==> config.mk <==
export PLATFORM = sky130hd
export DESIGN_NAME = branch_resolve_flat
export DESIGN_NICKNAME = d
export VERILOG_FILES = /design/src/rtl/cpu_pkg.sv /design/src/rtl/branch_resolve_if.sv /design/src/rtl/branch_resolve_sat_counter.sv /design/src/rtl/branch_resolve.sv /design/src/flat_wrapper.sv
export SDC_FILE = /design/constraint.sdc
export NUM_CORES = 1
export LEC_CHECK = 0
export ABC_AREA = 1
export BUFFER_PORTS_ARGS = -buffer_cell sky130_fd_sc_hd__buf_2
export CAP_MARGIN = 20
export CORE_ASPECT_RATIO = 1.4
export CORE_UTILIZATION = 30
export DETAILED_ROUTE_END_ITERATION = 7
export PLACE_DENSITY_LB_ADDON = 0.05
export SKIP_LAST_GASP = 1
export SLEW_MARGIN = 25
export SYNTH_ARGS = -nofsm -noshare
export SYNTH_HDL_FRONTEND = slang
export SYNTH_HIERARCHICAL = 1
export SYNTH_SLANG_ARGS = --single-unit
==> constraint.sdc <==
create_clock -name clk -period 4.1 [get_ports clk]
set_input_delay 0.615 -clock clk [delete_from_list [all_inputs] [get_ports clk]]
set_output_delay 0.615 -clock clk [all_outputs]
set_load 0.02 [all_outputs]
==> src/rtl/cpu_pkg.sv <==
`default_nettype none
// ============================================================================
//  Module      : cpu_pkg
//  Description : Shared CPU definitions: datapath width, ALU op codes of the
//                control-flow instructions, flush FSM state encoding and a
//                helper that classifies conditional branches.
//  Revision    : 1.0 - initial release
// ============================================================================
package cpu_pkg;

    localparam int XLEN = 32;

    localparam logic [5:0] OP_BEQ = 6'b001011;
    localparam logic [5:0] OP_BLT = 6'b001100;
    localparam logic [5:0] OP_BGE = 6'b001101;
    localparam logic [5:0] OP_JAL = 6'b001110;

    typedef enum logic [1:0] {
        ST_IDLE  = 2'b00,
        ST_FLUSH = 2'b01
    } flush_state_e;

    // JAL is unconditional and always predicted taken, so it never trains
    // the predictor; only the three compare-and-branch ops do.
    function automatic logic is_cond_branch(input logic [5:0] op);
        return (op == OP_BEQ) || (op == OP_BLT) || (op == OP_BGE);
    endfunction

endpackage
`default_nettype wire

==> src/rtl/branch_resolve_if.sv <==
`default_nettype none
// ============================================================================
//  Module      : branch_resolve_if
//  Description : Bundle between the ID/EX pipeline and the branch resolver:
//                ID-stage instruction fields, EX operands, predictor training
//                pair, redirect/flush and the performance counters.
//  Revision    : 1.0 - initial release
// ============================================================================
interface branch_resolve_if #(
    parameter int CNT_W = 32
);
    import cpu_pkg::*;

    logic             stall;
    logic             id_valid;
    logic [5:0]       id_alu_op;
    logic [XLEN-1:0]  id_pc;
    logic [XLEN-1:0]  id_imm;
    logic             id_pred_taken;
    logic [XLEN-1:0]  ex_rs1;
    logic [XLEN-1:0]  ex_rs2;
    logic             upd_we;
    logic             upd_taken;
    logic             mispredict;
    logic [XLEN-1:0]  redirect_addr;
    logic             flush;
    logic [CNT_W-1:0] branch_cnt;
    logic [CNT_W-1:0] mispred_cnt;

    // Pipeline side: supplies instructions/operands, consumes results.
    modport master (
        output stall, id_valid, id_alu_op, id_pc, id_imm, id_pred_taken,
               ex_rs1, ex_rs2,
        input  upd_we, upd_taken, mispredict, redirect_addr, flush,
               branch_cnt, mispred_cnt
    );

    // Resolver side.
    modport slave (
        input  stall, id_valid, id_alu_op, id_pc, id_imm, id_pred_taken,
               ex_rs1, ex_rs2,
        output upd_we, upd_taken, mispredict, redirect_addr, flush,
               branch_cnt, mispred_cnt
    );

endinterface
`default_nettype wire

==> src/rtl/branch_resolve_sat_counter.sv <==
`default_nettype none
// ============================================================================
//  Module      : sat_counter
//  Description : Up-counter that sticks at all-ones instead of wrapping.
//  Revision    : 1.0 - initial release
// ============================================================================
module sat_counter #(
    parameter int CNT_W = 32
) (
    input  wire logic             clk,
    input  wire logic             rst_n,
    input  wire logic             inc,
    output logic      [CNT_W-1:0] value
);

    // Count up on inc, holding once every bit is set.
    always_ff @(posedge clk or negedge rst_n) begin
        if (!rst_n) begin
            value <= '0;
        end else if (inc && (value != {CNT_W{1'b1}})) begin
            value <= value + CNT_W'(1);
        end
    end

endmodule
`default_nettype wire

==> src/rtl/branch_resolve.sv <==
`default_nettype none
// ============================================================================
//  Module      : branch_resolve
//  Description : EX-stage branch resolver. Registers the ID-stage prediction,
//                resolves BEQ/BLT/BGE from the forwarded operands, trains the
//                predictor, and on a misprediction issues a redirect plus a
//                FLUSH_CYCLES-long flush. Keeps saturating perf counters.
//  Revision    : 1.0 - initial release
// ============================================================================
module branch_resolve
    import cpu_pkg::*;
#(
    parameter int FLUSH_CYCLES = 2,
    parameter int CNT_W        = 32
) (
    input  wire logic       clk,
    input  wire logic       rst_n,
    branch_resolve_if.slave bus
);

    localparam logic [2:0] FLUSH_LOAD = 3'(FLUSH_CYCLES);

    // ID->EX register
    logic            r_ex_valid;
    logic [5:0]      r_ex_op;
    logic [XLEN-1:0] r_ex_pc;
    logic [XLEN-1:0] r_ex_imm;
    logic            r_ex_pred;

    // EX resolve
    logic            w_is_cond;
    logic            w_taken;
    logic            w_resolve;
    logic            w_mispredict;
    logic [XLEN-1:0] w_target;
    logic [XLEN-1:0] w_fallthrough;
    logic [XLEN-1:0] w_redirect;

    // Registered outputs
    logic            r_upd_we;
    logic            r_upd_taken;
    logic            r_mispredict;
    logic [XLEN-1:0] r_redirect;

    // Flush FSM
    flush_state_e    r_state;
    flush_state_e    w_state_nxt;
    logic [2:0]      r_flush_cnt;
    logic [2:0]      w_flush_cnt_nxt;
    logic            w_flush;

    logic [CNT_W-1:0] w_branch_cnt;
    logic [CNT_W-1:0] w_mispred_cnt;

    assign w_flush = (r_state == ST_FLUSH);

    // ID->EX capture. The instruction behind a mispredicting branch is
    // already wrong-path, so it is dropped on the same edge the flush starts.
    always_ff @(posedge clk or negedge rst_n) begin
        if (!rst_n) begin
            r_ex_valid <= 1'b0;
            r_ex_op    <= '0;
            r_ex_pc    <= '0;
            r_ex_imm   <= '0;
            r_ex_pred  <= 1'b0;
        end else if (w_flush || w_mispredict) begin
            r_ex_valid <= 1'b0;
        end else if (!bus.stall) begin
            r_ex_valid <= bus.id_valid;
            r_ex_op    <= bus.id_alu_op;
            r_ex_pc    <= bus.id_pc;
            r_ex_imm   <= bus.id_imm;
            r_ex_pred  <= bus.id_pred_taken;
        end
    end

    // Branch outcome and candidate fetch addresses for the entry in EX.
    always_comb begin
        w_is_cond     = is_cond_branch(r_ex_op);
        w_taken       = 1'b0;
        w_target      = r_ex_pc + r_ex_imm;
        w_fallthrough = r_ex_pc + 32'd4;
        case (r_ex_op)
            OP_BEQ:  w_taken = (bus.ex_rs1 == bus.ex_rs2);
            OP_BLT:  w_taken = ($signed(bus.ex_rs1) <  $signed(bus.ex_rs2));
            OP_BGE:  w_taken = ($signed(bus.ex_rs1) >= $signed(bus.ex_rs2));
            default: w_taken = 1'b0;
        endcase
        // Resolution waits for stall to drop so a held branch fires once.
        w_resolve    = r_ex_valid && w_is_cond && !bus.stall;
        w_mispredict = w_resolve && (w_taken != r_ex_pred);
        w_redirect   = w_taken ? w_target : w_fallthrough;
    end

    // Register the training pair, mispredict pulse and redirect address.
    always_ff @(posedge clk or negedge rst_n) begin
        if (!rst_n) begin
            r_upd_we     <= 1'b0;
            r_upd_taken  <= 1'b0;
            r_mispredict <= 1'b0;
            r_redirect   <= '0;
        end else begin
            r_upd_we     <= w_resolve;
            r_upd_taken  <= w_resolve && w_taken;
            r_mispredict <= w_mispredict;
            if (w_resolve) begin
                r_redirect <= w_redirect;
            end
        end
    end

    // Flush FSM state and down-counter.
    always_ff @(posedge clk or negedge rst_n) begin
        if (!rst_n) begin
            r_state     <= ST_IDLE;
            r_flush_cnt <= '0;
        end else begin
            r_state     <= w_state_nxt;
            r_flush_cnt <= w_flush_cnt_nxt;
        end
    end

    // Flush FSM next state: enter on mispredict, leave when the count is 1.
    always_comb begin
        w_state_nxt     = r_state;
        w_flush_cnt_nxt = r_flush_cnt;
        case (r_state)
            ST_IDLE: begin
                if (w_mispredict) begin
                    w_state_nxt     = ST_FLUSH;
                    w_flush_cnt_nxt = FLUSH_LOAD;
                end
            end
            ST_FLUSH: begin
                if (w_mispredict) begin
                    w_flush_cnt_nxt = FLUSH_LOAD;
                end else if (r_flush_cnt <= 3'd1) begin
                    w_state_nxt     = ST_IDLE;
                    w_flush_cnt_nxt = '0;
                end else begin
                    w_flush_cnt_nxt = r_flush_cnt - 3'd1;
                end
            end
            default: begin
                w_state_nxt     = ST_IDLE;
                w_flush_cnt_nxt = '0;
            end
        endcase
    end

    // Counters advance on the same edge the upd_we / mispredict pulses rise.
    sat_counter #(.CNT_W(CNT_W)) u_branch_cnt (
        .clk   (clk),
        .rst_n (rst_n),
        .inc   (w_resolve),
        .value (w_branch_cnt)
    );

    sat_counter #(.CNT_W(CNT_W)) u_mispred_cnt (
        .clk   (clk),
        .rst_n (rst_n),
        .inc   (w_mispredict),
        .value (w_mispred_cnt)
    );

    assign bus.upd_we        = r_upd_we;
    assign bus.upd_taken     = r_upd_taken;
    assign bus.mispredict    = r_mispredict;
    assign bus.redirect_addr = r_redirect;
    assign bus.flush         = w_flush;
    assign bus.branch_cnt    = w_branch_cnt;
    assign bus.mispred_cnt   = w_mispred_cnt;

endmodule
`default_nettype wire
==> src/flat_wrapper.sv <==
// flat-port wrapper written by rule: the top's interface ports become plain ports
module branch_resolve_flat import cpu_pkg::*;
#(
    parameter int FLUSH_CYCLES = 2,
    parameter int CNT_W        = 32
)
  (clk, rst_n, bus_stall, bus_id_valid, bus_id_alu_op, bus_id_pc, bus_id_imm, bus_id_pred_taken, bus_ex_rs1, bus_ex_rs2, bus_upd_we, bus_upd_taken, bus_mispredict, bus_redirect_addr, bus_flush, bus_branch_cnt, bus_mispred_cnt);
  branch_resolve_if #(.CNT_W(CNT_W)) bus_i ();
  input  wire logic clk;
  input  wire logic rst_n;
  input wire logic [$bits(bus_i.stall)-1:0] bus_stall;
  input wire logic [$bits(bus_i.id_valid)-1:0] bus_id_valid;
  input wire logic [$bits(bus_i.id_alu_op)-1:0] bus_id_alu_op;
  input wire logic [$bits(bus_i.id_pc)-1:0] bus_id_pc;
  input wire logic [$bits(bus_i.id_imm)-1:0] bus_id_imm;
  input wire logic [$bits(bus_i.id_pred_taken)-1:0] bus_id_pred_taken;
  input wire logic [$bits(bus_i.ex_rs1)-1:0] bus_ex_rs1;
  input wire logic [$bits(bus_i.ex_rs2)-1:0] bus_ex_rs2;
  output wire logic [$bits(bus_i.upd_we)-1:0] bus_upd_we;
  output wire logic [$bits(bus_i.upd_taken)-1:0] bus_upd_taken;
  output wire logic [$bits(bus_i.mispredict)-1:0] bus_mispredict;
  output wire logic [$bits(bus_i.redirect_addr)-1:0] bus_redirect_addr;
  output wire logic [$bits(bus_i.flush)-1:0] bus_flush;
  output wire logic [$bits(bus_i.branch_cnt)-1:0] bus_branch_cnt;
  output wire logic [$bits(bus_i.mispred_cnt)-1:0] bus_mispred_cnt;
  assign bus_i.stall = bus_stall;
  assign bus_i.id_valid = bus_id_valid;
  assign bus_i.id_alu_op = bus_id_alu_op;
  assign bus_i.id_pc = bus_id_pc;
  assign bus_i.id_imm = bus_id_imm;
  assign bus_i.id_pred_taken = bus_id_pred_taken;
  assign bus_i.ex_rs1 = bus_ex_rs1;
  assign bus_i.ex_rs2 = bus_ex_rs2;
  assign bus_upd_we = bus_i.upd_we;
  assign bus_upd_taken = bus_i.upd_taken;
  assign bus_mispredict = bus_i.mispredict;
  assign bus_redirect_addr = bus_i.redirect_addr;
  assign bus_flush = bus_i.flush;
  assign bus_branch_cnt = bus_i.branch_cnt;
  assign bus_mispred_cnt = bus_i.mispred_cnt;
  branch_resolve #(.FLUSH_CYCLES(FLUSH_CYCLES), .CNT_W(CNT_W)) u_core (.clk(clk), .rst_n(rst_n), .bus(bus_i));
endmodule
==> Yosys cells after proc, flatten, opt, wreduce, memory -nomap -nowiden <==
Cells that the tools add are included.
{ "totals": {"reg_bits": 176, "in_bits": 139, "output_inout_bits": 100, "word_cells": 60} }
{ "classes": {"add_sub_neg": 5, "order_cmp": 3, "eq_ne": 12, "n_mux": 12, "bitwise_logic": 2, "n_reduce_logical": 13} }
{ "op_table": {"columns": ["cell", "n"], "rows": [
  ["$add A32 B1 Y32 const B", 2],
  ["$ne A32 B32 Y1 const B", 2],
  ["$add A32 B3 Y32 const B", 1],
  ["$add A32 B32 Y32", 1],
  ["$eq A32 B32 Y1", 1],
  ["$ge A32 B32 Y1", 1],
  ["$lt A32 B32 Y1", 1],
  ["$mux W32", 1],
  ["$eq A6 B4 Y1 const B", 3],
  ["$mux W3", 3],
  ["$logic_and A1 B1 Y1", 6],
  ["$mux W2", 3],
  ["$ne A2 B2 Y1 const B", 3],
  ["$pmux W3 S2", 1],
  ["$pmux W2 S2", 1],
  ["$le A3 B1 Y1 const B", 1],
  ["$logic_or A1 B1 Y1", 3],
  ["$pmux W1 S3", 1],
  ["$reduce_and A3 Y1", 1],
  ["$sub A3 B1 Y3 const B", 1],
  ["$eq A2 B1 Y1 const B", 1],
  ["$logic_not A2 Y1", 1],
  ["$mux W1", 2],
  ["$ne A2 B1 Y1 const B", 1],
  ["4 further kinds", 5]
]} }

==> Logic depth before layout (Yosys ltp) <==
Gate-level depths: netlist of run 1.
{ "logic_depth": {"depth_word": 9, "ltp_mapped": 27, "mapped_depth_nobuf": 27} }

==> Modules after synthesis <==
Netlist of run 1, hierarchy kept.
{ "by_module_without_submodules": {"columns": ["module", "instances", "cells_per_inst", "area_each_um2", "seq_area_each_um2"], "rows": [
  ["branch_resolve", 1, 1111, 8127.8, 2777.7],
  ["sat_counter", 2, 333, 2190.9, 800.8]
]} }

==> Worst setup path before layout of run 1 <==
OpenSTA, ideal clock, no wires.
{ "synth_timing": {"path_kind": "input -> register", "from": "in bus_ex_rs2[31]", "to": "reg u_core.u_mispred_cnt.value[26]", "arrival_ns": 3.027, "t_required_ns": 3.982, "slack_ns": 0.956, "path_stages": 20, "n_path_buf": 0, "path_cell_list": "inv_1 ha_1 a21oi_1 o21a_1 nand2_1 a21oi_1 nand2_1 nand2_1 nand3_1 nand2_1 nand2_4 nand2_2 and3_1 inv_1 nor2_1 nand2_1 nor2_1 nand3_1 nand2_1 nand2_1"} }
{ "synth_via": {"elab_chain_len": 5} }
{ "synth_lines": {"columns": ["item", "line", "rtl"], "rows": [
  ["from (decl)", "flat_wrapper.sv:18", "input wire logic [$bits(bus_i.ex_rs2)-1:0] bus_ex_rs2;"],
  ["$ge A32 B32 Y1 (tied with other cells)", "branch_resolve.sv:86", "OP_BGE: w_taken = ($signed(bus.ex_rs1) >= $signed(bus.ex_rs2));"],
  ["$pmux W1 S3 *", "branch_resolve.sv:83", "case (r_ex_op)"],
  ["$ne A1 B1 Y1 *", "branch_resolve.sv:91", "w_mispredict = w_resolve && (w_taken != r_ex_pred);"],
  ["$logic_and A1 B1 Y1 *", "branch_resolve.sv:91", null],
  ["named net u_core.w_mispredict", "branch_resolve.sv:34", "logic w_mispredict;"],
  ["$logic_and A1 B1 Y1 *", "branch_resolve_sat_counter.sv:20", "end else if (inc && (value != {CNT_W{1'b1}})) begin"],
  ["to (signal assigned)", "branch_resolve_sat_counter.sv:21", "value <= value + CNT_W'(1);"],
  ["to (decl)", "branch_resolve_sat_counter.sv:13", "output logic [CNT_W-1:0] value"]
]} }
The timed path passes the listed nets; every way through them passes the cells marked *.
A chain may end at the register's enable or synchronous reset.

==> Final worst setup path of run 1 <==
{ "layout_timing": {"from": "in bus_ex_rs2[23]", "to": "reg u_core.u_mispred_cnt.value[26]"} }
Same word-level chain as after synthesis.

==> impl_metrics.ini, run 1 <==
[sta]
fin_crit_ns = 3.05
final.setup.worst_slack_ns = 1.05
hold_viol = 0
worst_pin_slew_ns = 0.942
setup_violations = 0
slew_violations = 0
slew_headroom = 0.372
setup_tns_ns = 0
rsz0062_at_grt = false
finClkSkew_ns = 0.0113
fin_crit_sh = 0.744
fmax_ghz = 0.328

[power]
pwr_density_cell_nw_per_um2 = 359
p_leak_nw = 7.54
ir_drop_v = 0.000326
finalPower_mw = 5.28

[clock_network]
path_clk_slew_ns = 0.07
cts_made_buffers = 17
clk_latency_ns = 0.46
cts-root-buf = clkbuf_16
cts_sinks = 175
cts_hold_buf = 0
cts_resized = 0
postCtsSetupBuffers = 0
cts_tree = built
clk_path_buf_depth = 2
htree_num_levels = 4

[detailed_routing]
drt-pass1-iter-count = 5
avgViaCountPerCell = 4.79
drtIter0Drc = 589
wl_per_cell_um = 16.5
ant_nets = 0
drcViolationCount = 0
num_vias = 12200
routed_wl_um = 42100

[global_routing]
grt_max_degree = 102
antenna_found_initial = 4
grt-ovfl-total = 0
grt_pass1_vias = 12300
grt_util_all_layers = 0.202
grt_pass1_wl_um = 66700

[synth]
ys_ff_latch = 175
syn-cell-area_um2 = 12500
synth_compound_gate_area_share = 0.0700
syn_inst = 1777
muxShareOfSynthArea = 0
synth_area_leader_cell = dfrtp_1
avgSynthCellArea_um2 = 7.04
synthDistinctLibCells = 45
synthAdderAreaFrac = 0.0696
synth.top_cell.area_share = 0.350
synth-xor-area-share = 0.0434
async_flop_share = 1.00
ys.flop_type = dfrtp_1
synth-edff-count = 0
synthTopCellsByArea = dfrtp_1 35%, nand2_1 19%, ha_1 6.8%, nor2_1 5.6%, nand4_1 5.1%
synth-simple-area-share = 0.386
synth_fp_nets = 1985
seq_area_frac_synth = 0.350
yosysWarnings = 6
synth_top_family_by_area = simple AND/OR/NAND/NOR gates

[floorplan]
core_area_um2 = 41200
fp.dieH_um = 244
pin_count = 239
fp.dieW_um = 175
dieArea_um2 = 42500
initial_core_util = 0.304
rows = 88

[setup_path]
slowest_stage = nor2_1
worstPathCellList = buf_2 > inv_1 > ha_1 > nand2_1 > nor2_1 > nand4_1 > nor2_2 > nand2_1 > nand2_1 > nand2_1 > nand3_1 > nand2_1 > nand3_1 > and3_1 > inv_1 > nor2_1 > nand2_1 > nor2_1 > nand3_1 > nand2_1 > nand2_1
cp.required_ns = 4.45
path_depth = 21
slowest_delay_ns = 0.35
path_delay_family = simple AND/OR/NAND/NOR gates
crit_fanout = 6
path_common_cell = nand2_1
arrival_ns = 3.40
crit_type = input port to flip-flop
r2r_cells = 12
start_kind = input port
path_buf_inv = 3
end_kind = flip-flop

[placement]
gp_congestion = 0.861
detailed_place_hpwl_um = 32100
port_buffers = 238
pre_cts_ws_ns = 0.578

[cells_and_area]
fin_nets = 2199
drive_above_1_share = 0.170
area_growth_pct = 17.8
fillCellCount = 4560

[flow_run]
drv_cap = 0

[worst_hold_path]
hp-class = input port to asynchronous set/reset pin

[outcome]
status = finished, final reports clean
-- power breakdown --
group	leakage, nW	internal (mW)	switching [mW]
Sequential	2.26	1.94	0.199
Clock	0.293	0.945	0.799
Combinational	4.99	0.512	0.887
-- synthesized netlist by cell type, drive strengths merged, types with 2 or more instances --
library cell and n:
buf 32, nor3 20, xnor2 28, dfrtp 175, o21a 4, nand3b 24, inv 170, o211ai 4
o21ai 44, a21o 9, a221oi 4, a21boi 3, xor2 34, a21oi 57, o21bai 5, nand2 665
nand3 80, a211oi 2, ha 68, nor2 204, clkbuf 20, nand4 102, a31oi 16
-- cell type report --
cell class              count  area [um2]  share of cell area
repair buffers            247        1310              0.0885
clock inverters            13         153              0.0104
well taps                 540         676              0.0458
flip-flops and latches    175        4380               0.297
inverters                 170         638              0.0433
clock buffers              19         453              0.0307
multi-input cells        1380        7130               0.484
diodes                      3        7.51            0.000509
-- final timing paths --
kind	start	to	slack [ns]
min in group clk	bus_id_imm[13]	u_core/r_ex_imm[13]	0.41
setup / recovery	bus_ex_rs2[23]	u_core/u_mispred_cnt/value[26]	1.05
hold / removal	rst_n	u_core/u_mispred_cnt/value[24]	0.22
max in group asynchronous	rst_n	u_core/u_branch_cnt/value[21]	2.88
setup reg to reg	u_core/r_ex_op[5]	u_core/u_branch_cnt/value[28]	1.18
hold reg to reg	u_core/bus.redirect_addr[2]	u_core/bus.redirect_addr[2]	0.48
-- metal layers --
| metal | global-route usage | up-vias | part of all wire |
|---|---|---|---|
| met3 | 0.0265 | 52 | 0.025 |
| met1 | 0.226 | 5716 | 0.41 |
| met2 | 0.384 | 225 | 0.54 |
| li1 | - | 6201 | - |
| met5 | 0 | - | 0 |
| met4 | 0.0767 | 0 | 0.025 |
-- logic make-up (layout without fill, tap and decap cells) --
| kind of cell | count (synthesis) | in the layout |
|---|---|---|
| other | 0 | 3 |
| and+or+nand+nor | 1099 | 1099 |
| xor gates and xnor gates | 62 | 62 |
| buffers and inverters | 222 | 449 |
| AOI/OAI and AO/OA | 150 | 150 |
| adders and majority gates | 69 | 69 |
| DFF | 175 | 175 |
-- per-stage QoR --
| step | utilization | hold slack, ns | cells | area, um2 |
|---|---|---|---|---|
| 2_1_floorplan | - | 0.319 | 1777 | 12500 |
| 3_3_place_gp | 0.343 | 0.461 | 2512 | 14100 |
| 3_5_place_dp | 0.343 | 0.461 | 2512 | 14100 |
| 4_1_cts | 0.358 | 0.284 | 2544 | 14700 |
| 5_1_grt | 0.358 | 0.298 | 2547 | 14700 |
| 6_report | 0.358 | 0.221 | 2547 | 14700 |
-- cell usage in the layout (no fill, tap or decap), drive strengths merged, types with 34 or more instances in the layout --
cell type,count
inv,175
nor2,204
dfrtp,175
buf,246
o21ai,44
a21oi,57
ha,68
nand4,102
nand3,80
nand2,665
xor2,34
-- sequential cells by signal (all words and copies together), names as in the netlist --
| name | flops |
|---|---|
| u_core/bus.upd_taken | 1 |
| u_core/r_ex_pc | 32 |
| u_core/bus.mispredict | 1 |
| u_core/u_mispred_cnt/value | 32 |
| u_core/u_branch_cnt/value | 32 |
| u_core/r_ex_valid | 1 |
| u_core/r_state | 1 |
| u_core/r_ex_imm | 32 |
| u_core/r_ex_pred | 1 |
| u_core/bus.upd_we | 1 |
| u_core/r_flush_cnt | 3 |
| u_core/bus.redirect_addr | 32 |
| u_core/r_ex_op | 6 |
Note: power is estimated with default switching activity, not from simulation.
==> inputs of run 2 (changes only) <==
--- a/config.mk
+++ b/config.mk
@@ -5,7 +5,7 @@
 export SDC_FILE = /design/constraint.sdc
 export NUM_CORES = 1
 export LEC_CHECK = 0
-export ABC_AREA = 1
+export ABC_AREA = 0
 export BUFFER_PORTS_ARGS = -buffer_cell sky130_fd_sc_hd__buf_2
 export CAP_MARGIN = 20
 export CORE_ASPECT_RATIO = 1.4
==> constraint.sdc (replaced) <==
create_clock -name clk -period 2.65 [get_ports clk]
set_input_delay 0.3975 -clock clk [delete_from_list [all_inputs] [get_ports clk]]
set_output_delay 0.3975 -clock clk [all_outputs]
set_load 0.02 [all_outputs]
==> impl_metrics.ini, run 2 <==
[outcome]
status = finished with violations
violations = negative setup slack

[sta]
fin_crit_sh = 1.13
setup_violations = 131
final.setup.worst_slack_ns = -0.356
slew_violations = 0
fmax_ghz = 0.333
rsz0062_at_grt = true
finClkSkew_ns = 0.0163
slew_headroom = 0.548
hold_viol = 0
worst_pin_slew_ns = 0.678
holdWs_ns = 0.170
fin_crit_ns = 3.01

[synth]
synthDistinctLibCells = 72
async_flop_share = 1.00
seq_area_frac_synth = 0.402
synth_fp_nets = 1275
synth_area_leader_cell = dfrtp_1
syn_inst = 1067
avgSynthCellArea_um2 = 10.2
synth-edff-count = 0
synth_most_common_cell = dfrtp_1
synthTopCellsByArea = dfrtp_1 40%, ha_1 7.8%, xnor2_1 6.2%, mux2_2 4.3%, mux2_4 4.1%
yosysWarnings = 6
ys_ff_latch = 175
ys.flop_type = dfrtp_1
synth.top_cell.area_share = 0.402
synth_common_cells = 175 x dfrtp_1, 99 x nand2_1, 77 x xnor2_1
syn-cell-area_um2 = 10900

[setup_path]
r2r_start = u_core/r_ex_imm[0]
reg2reg_to = u_core/bus.redirect_addr[30]
crit_type = input port to flip-flop
start_kind = input port
cp.required_ns = 2.99
r2r_cells = 14
arrival_ns = 3.34
crit_fanout = 7
rrSetupSlack_ns = -0.28
end_kind = flip-flop

[cells_and_area]
finalNonFillerCells = 1980
fin_nets = 1712
stdcell_area_um2 = 16000
area_growth_pct = 47.2
drive_above_1_share = 0.457
layout_common_cells = 233 x buf_2, 175 x dfrtp_1, 158 x buf_4
fillCellCount = 3541
layout_commonest_cell = buf_2

[placement]
gp_congestion = 0.795
place_inst = 1903
detailed_place_hpwl_um = 25400
placed_area_um2 = 14100
pre_cts_ws_ns = -0.834
port_buffers = 238

[power]
ir_drop_v = 0.000326
p_leak_nw = 7.66
pwr_density_cell_nw_per_um2 = 607
finalPower_mw = 9.73

[detailed_routing]
ant_nets = 0
num_vias = 9507
drcViolationCount = 0
drtIter0Drc = 401
avgViaCountPerCell = 4.80
routed_wl_um = 34100
wl_per_cell_um = 17.2
drt-pass1-iter-count = 4

[global_routing]
antenna_found_initial = 1
grt_pass1_vias = 9790
grt_pass1_wl_um = 53100
grt_util_all_layers = 0.185
grt_max_degree = 65
grt-ovfl-total = 0

[floorplan]
dieArea_um2 = 37100
rows = 82
fp.dieW_um = 163
pin_count = 239
initial_core_util = 0.304
fp.dieH_um = 227
core_area_um2 = 35800

[clock_network]
cts-root-buf = clkbuf_16
htree_num_levels = 4
clk_path_buf_depth = 2
clk_latency_ns = 0.46
cts_made_buffers = 17
path_clk_slew_ns = 0.08
cts_tree = built
cts_sinks = 175

[worst_hold_path]
hp-class = input port to flip-flop
hold_depth = 2
hold_start = bus_id_imm[28]
holdPathEnd = u_core/r_ex_imm[28]

[flow_run]
drv_cap = 0
-- run 2: cell count changes in the layout (fill, tap and decap cells not counted), sizes merged, moves of 13 or more --
cell and change:
inv -117, nand3b -18, a21oi -16, nand4 -61, nor2 -153, nand3 -18
mux2i +22, xnor2 +49, mux2 +74, nand2 -563, buf +194, and4 +13
-- run 2: what timing repair did --
item                                    in CTS  in global routing
endpoints found under the setup margin     113                156
pin swaps                                   43                 41
resized for setup                           92                129
hold endpoints to repair                    50                  0
cloned                                       4                  4
hold buffers                                 1                  0
buffers inserted                            22                 19
-- run 2: logic make-up (layout without fill, tap and decap cells) --
| logic type | count (synthesis) | after routing | share of synthesized area |
|---|---|---|---|
| fa+ha+maj | 69 | 69 | 0.0800 |
| mux | 96 | 96 | 0.107 |
| xor+xnor | 112 | 112 | 0.0901 |
| buf+inv | 74 | 524 | 0.0320 |
| other cells | 0 | 1 | 0 |
| simple gates | 374 | 374 | 0.189 |
| compound gates | 167 | 167 | 0.0998 |
| flops | 175 | 175 | 0.402 |
-- run 2: worst max-delay path by stage --
| stage | end | from | cells after the start | slack [ns] |
|---|---|---|---|---|
| after CTS | u_core/bus.redirect_addr[30] | u_core/r_ex_imm[0] | 13 | -0.36 |
| after global routing | u_core/u_mispred_cnt/value[29] | bus_ex_rs1[25] | 17 | -0.45 |
| after detailed placement | u_core/u_mispred_cnt/value[25] | bus_ex_rs2[10] | 16 | -0.83 |
| after global placement | u_core/u_mispred_cnt/value[25] | bus_ex_rs2[10] | 16 | -0.75 |
| after floorplan | u_core/u_mispred_cnt/value[29] | bus_ex_rs2[10] | 17 | -0.46 |
| final | u_core/r_ex_pc[13] | bus_ex_rs2[10] | 17 | -0.36 |
-- run 2: area by class of cell --
| type | instances | area, um2 | area share |
|---|---|---|---|
| antenna | 1 | 2.50 | 0.000156 |
| multi-input combinational | 818 | 7150 | 0.447 |
| sequential | 175 | 4380 | 0.273 |
| clock buffer | 18 | 439 | 0.0274 |
| inverter | 49 | 194 | 0.0121 |
| tap | 462 | 578 | 0.0361 |
| timing repair buffer | 443 | 3130 | 0.195 |
| clock inverter | 14 | 144 | 0.00898 |
-- run 2: metrics by stage --
stage | utilization | setup TNS, ns
after floorplan | - | -10.33
after global placement | 0.394 | -77.68
after detailed placement | 0.394 | -82.31
after CTS | 0.430 | -19.50
after global routing | 0.447 | -40.47
final | 0.447 | -28.06
-- run 2: power breakdown --
group | switching [mW] | internal, mW | leakage (nW)
Sequential | 0.282 | 3.07 | 2.24
Combinational | 1.93 | 1.89 | 5.13
Clock | 1.28 | 1.28 | 0.286
-- run 2: worst max-delay path, cell delays in order --
cell and delay [ns]:
buf_8 0.08, inv_8 0.03, ha_4 0.26, and4_4 0.25
nor3b_4 0.19, a21bo_1 0.22, o211ai_1 0.15, and4_1 0.27
buf_4 0.11, o21a_1 0.17, nor3_4 0.06, buf_6 0.11
nor3_4 0.30, buf_12 0.19, buf_12 0.13, buf_12 0.13
mux2_4 0.30
-- run 2: metal layers --
layer / wire length (um) / GRT usage / vias up
li1: - / - / 4737
met1: 14900 / 0.227 / 4568
met5: 0 / 0 / -
met2: 17800 / 0.337 / 176
met4: 396 / 0.0470 / 0
met3: 964 / 0.0261 / 26
==> inputs of run 3 (changes only) <==
--- a/config.mk
+++ b/config.mk
@@ -11,7 +11,8 @@
 export CORE_ASPECT_RATIO = 1.4
 export CORE_UTILIZATION = 30
 export DETAILED_ROUTE_END_ITERATION = 7
-export PLACE_DENSITY_LB_ADDON = 0.05
+export PLACE_DENSITY = 0.54
+export SKIP_CTS_REPAIR_TIMING = 1
 export SKIP_LAST_GASP = 1
 export SLEW_MARGIN = 25
 export SYNTH_ARGS = -nofsm -noshare
==> constraint.sdc (replaced) <==
create_clock -name clk -period 2.5 [get_ports clk]
set_input_delay 0.375 -clock clk [delete_from_list [all_inputs] [get_ports clk]]
set_output_delay 0.375 -clock clk [all_outputs]
set_load 0.02 [all_outputs]
==> impl_metrics.ini, run 3 (synthesis results as in run 2) <==
[cells_and_area]
fillCellCount = 3352
drive_above_1_share = 0.482
fin_nets = 1746
layout_common_cells = 227 x buf_2, 187 x buf_4, 174 x dfrtp_1
area_growth_pct = 52.1
layout_commonest_cell = buf_2
fin_util = 0.462

[setup_path]
start_kind = input port
crit_start = bus_ex_rs1[8]
crit_fanout = 3
end_kind = flip-flop
crit_type = input port to flip-flop
arrival_ns = 3.39
cp.required_ns = 2.87
r2r_start = u_core/r_ex_imm[0]

[global_routing]
grt_pass1_vias = 9757
antenna_found_initial = 2
grt_pass1_wl_um = 50400
grt_max_degree = 65
grt-ovfl-total = 0
grt_util_all_layers = 0.175

[power]
pwr_density_cell_nw_per_um2 = 631
finalPower_mw = 10.4
ir_drop_v = 0.000370
p_leak_nw = 7.92

[detailed_routing]
ant_nets = 0
num_vias = 9811
avgViaCountPerCell = 4.87
wl_per_cell_um = 16.7
drcViolationCount = 0
drt-pass1-iter-count = 5
drtIter0Drc = 470
routed_wl_um = 33700

[clock_network]
cts_tree = built
clk_path_buf_depth = 2
htree_num_levels = 4
cts_sinks = 175
cts-root-buf = clkbuf_16
clk_latency_ns = 0.45
cts_made_buffers = 17
path_clk_slew_ns = 0.08

[floorplan]
dieArea_um2 = 37100
initial_core_util = 0.304
fp.dieW_um = 163
core_area_um2 = 35800
rows = 82
pin_count = 239
fp.dieH_um = 227

[sta]
final.setup.worst_slack_ns = -0.526
hold_viol = 0
finClkSkew_ns = 0.0113
fin_crit_ns = 3.03
slew_violations = 0
worst_pin_slew_ns = 0.725
fin_crit_sh = 1.21
slew_headroom = 0.517
rsz0062_at_grt = true
fmax_ghz = 0.330
holdWs_ns = 0.151
setup_tns_ns = -46.51
setup_violations = 131

[worst_hold_path]
hold_start = bus_id_imm[30]
hp-class = input port to flip-flop

[placement]
pre_cts_ws_ns = -0.936
port_buffers = 238
gp_congestion = 0.859
detailed_place_hpwl_um = 24900

[flow_run]
drv_cap = 0

[outcome]
violations = negative setup slack
status = finished with violations
run 3: changes by cell type in the layout (fill, tap and decap cells not counted), moves of 5 or more:
cell / previous run / this run
clkbuf_16: 19 / 26
mux2i_4: 5 / 17
o21ai_2: 8 / 13
buf_4: 158 / 187
buf_12: 12 / 6
buf_6: 27 / 37
mux2i_1: 13 / 5
buf_2: 233 / 227
run 3: worst paths after layout:
kind | endpoint | slack [ns] | cells after the start
min in group asynchronous | u_core/r_ex_op[3] | 0.43 | 2
max in group asynchronous | u_core/r_ex_valid | 1.35 | 3
worst max register to register | u_core/bus.redirect_addr[30] | -0.47 | 12
worst min register to register | u_core/bus.redirect_addr[17] | 0.48 | 2
worst min-delay path | u_core/r_ex_imm[30] | 0.15 | 2
worst max-delay path | u_core/u_mispred_cnt/value[29] | -0.53 | 16
run 3: worst max-delay path: stages:
cell and delay, ns:
buf_2 0.12, ha_4 0.25, and4_4 0.23, nor3b_4 0.18
a21bo_1 0.22, o211ai_1 0.17, a311oi_2 0.18, o21a_1 0.25
nor3_4 0.18, or2_4 0.17, and3_4 0.19, nor2b_4 0.15
buf_6 0.11, nand4_1 0.10, nor4_2 0.32, xor2_1 0.19
run 3: power breakdown:
| group | switching, mW | internal [mW] |
|---|---|---|
| clock network | 1.27 | 1.38 |
| logic | 2.09 | 2.11 |
| registers | 0.332 | 3.25 |
run 3: metrics by stage:
step / cells / area (um2)
after global placement: 1934 / 14500
after global routing: 2012 / 16600
after detailed placement: 1934 / 14500
after floorplan: 1067 / 11400
final: 2013 / 16600
after CTS: 1965 / 15100
run 3: metal layers:
layer,wire (um),up-vias,global-route usage
li1,-,4800,-
met1,14200,4756,0.207
met2,17500,212,0.314
met3,1280,39,0.0319
met4,724,4,0.0603
met5,31,-,0
run 3: final cells by class:
class / instances / area, um2 / share of cell area
multi-input cells: 818 / 7340 / 0.443
flip-flops and latches: 175 / 4380 / 0.265
repair buffers: 477 / 3500 / 0.211
well taps: 462 / 578 / 0.0349
clock buffers: 17 / 425 / 0.0257
inverters: 49 / 199 / 0.0120
clock inverters: 14 / 130 / 0.00786
diodes: 1 / 2.50 / 0.000151
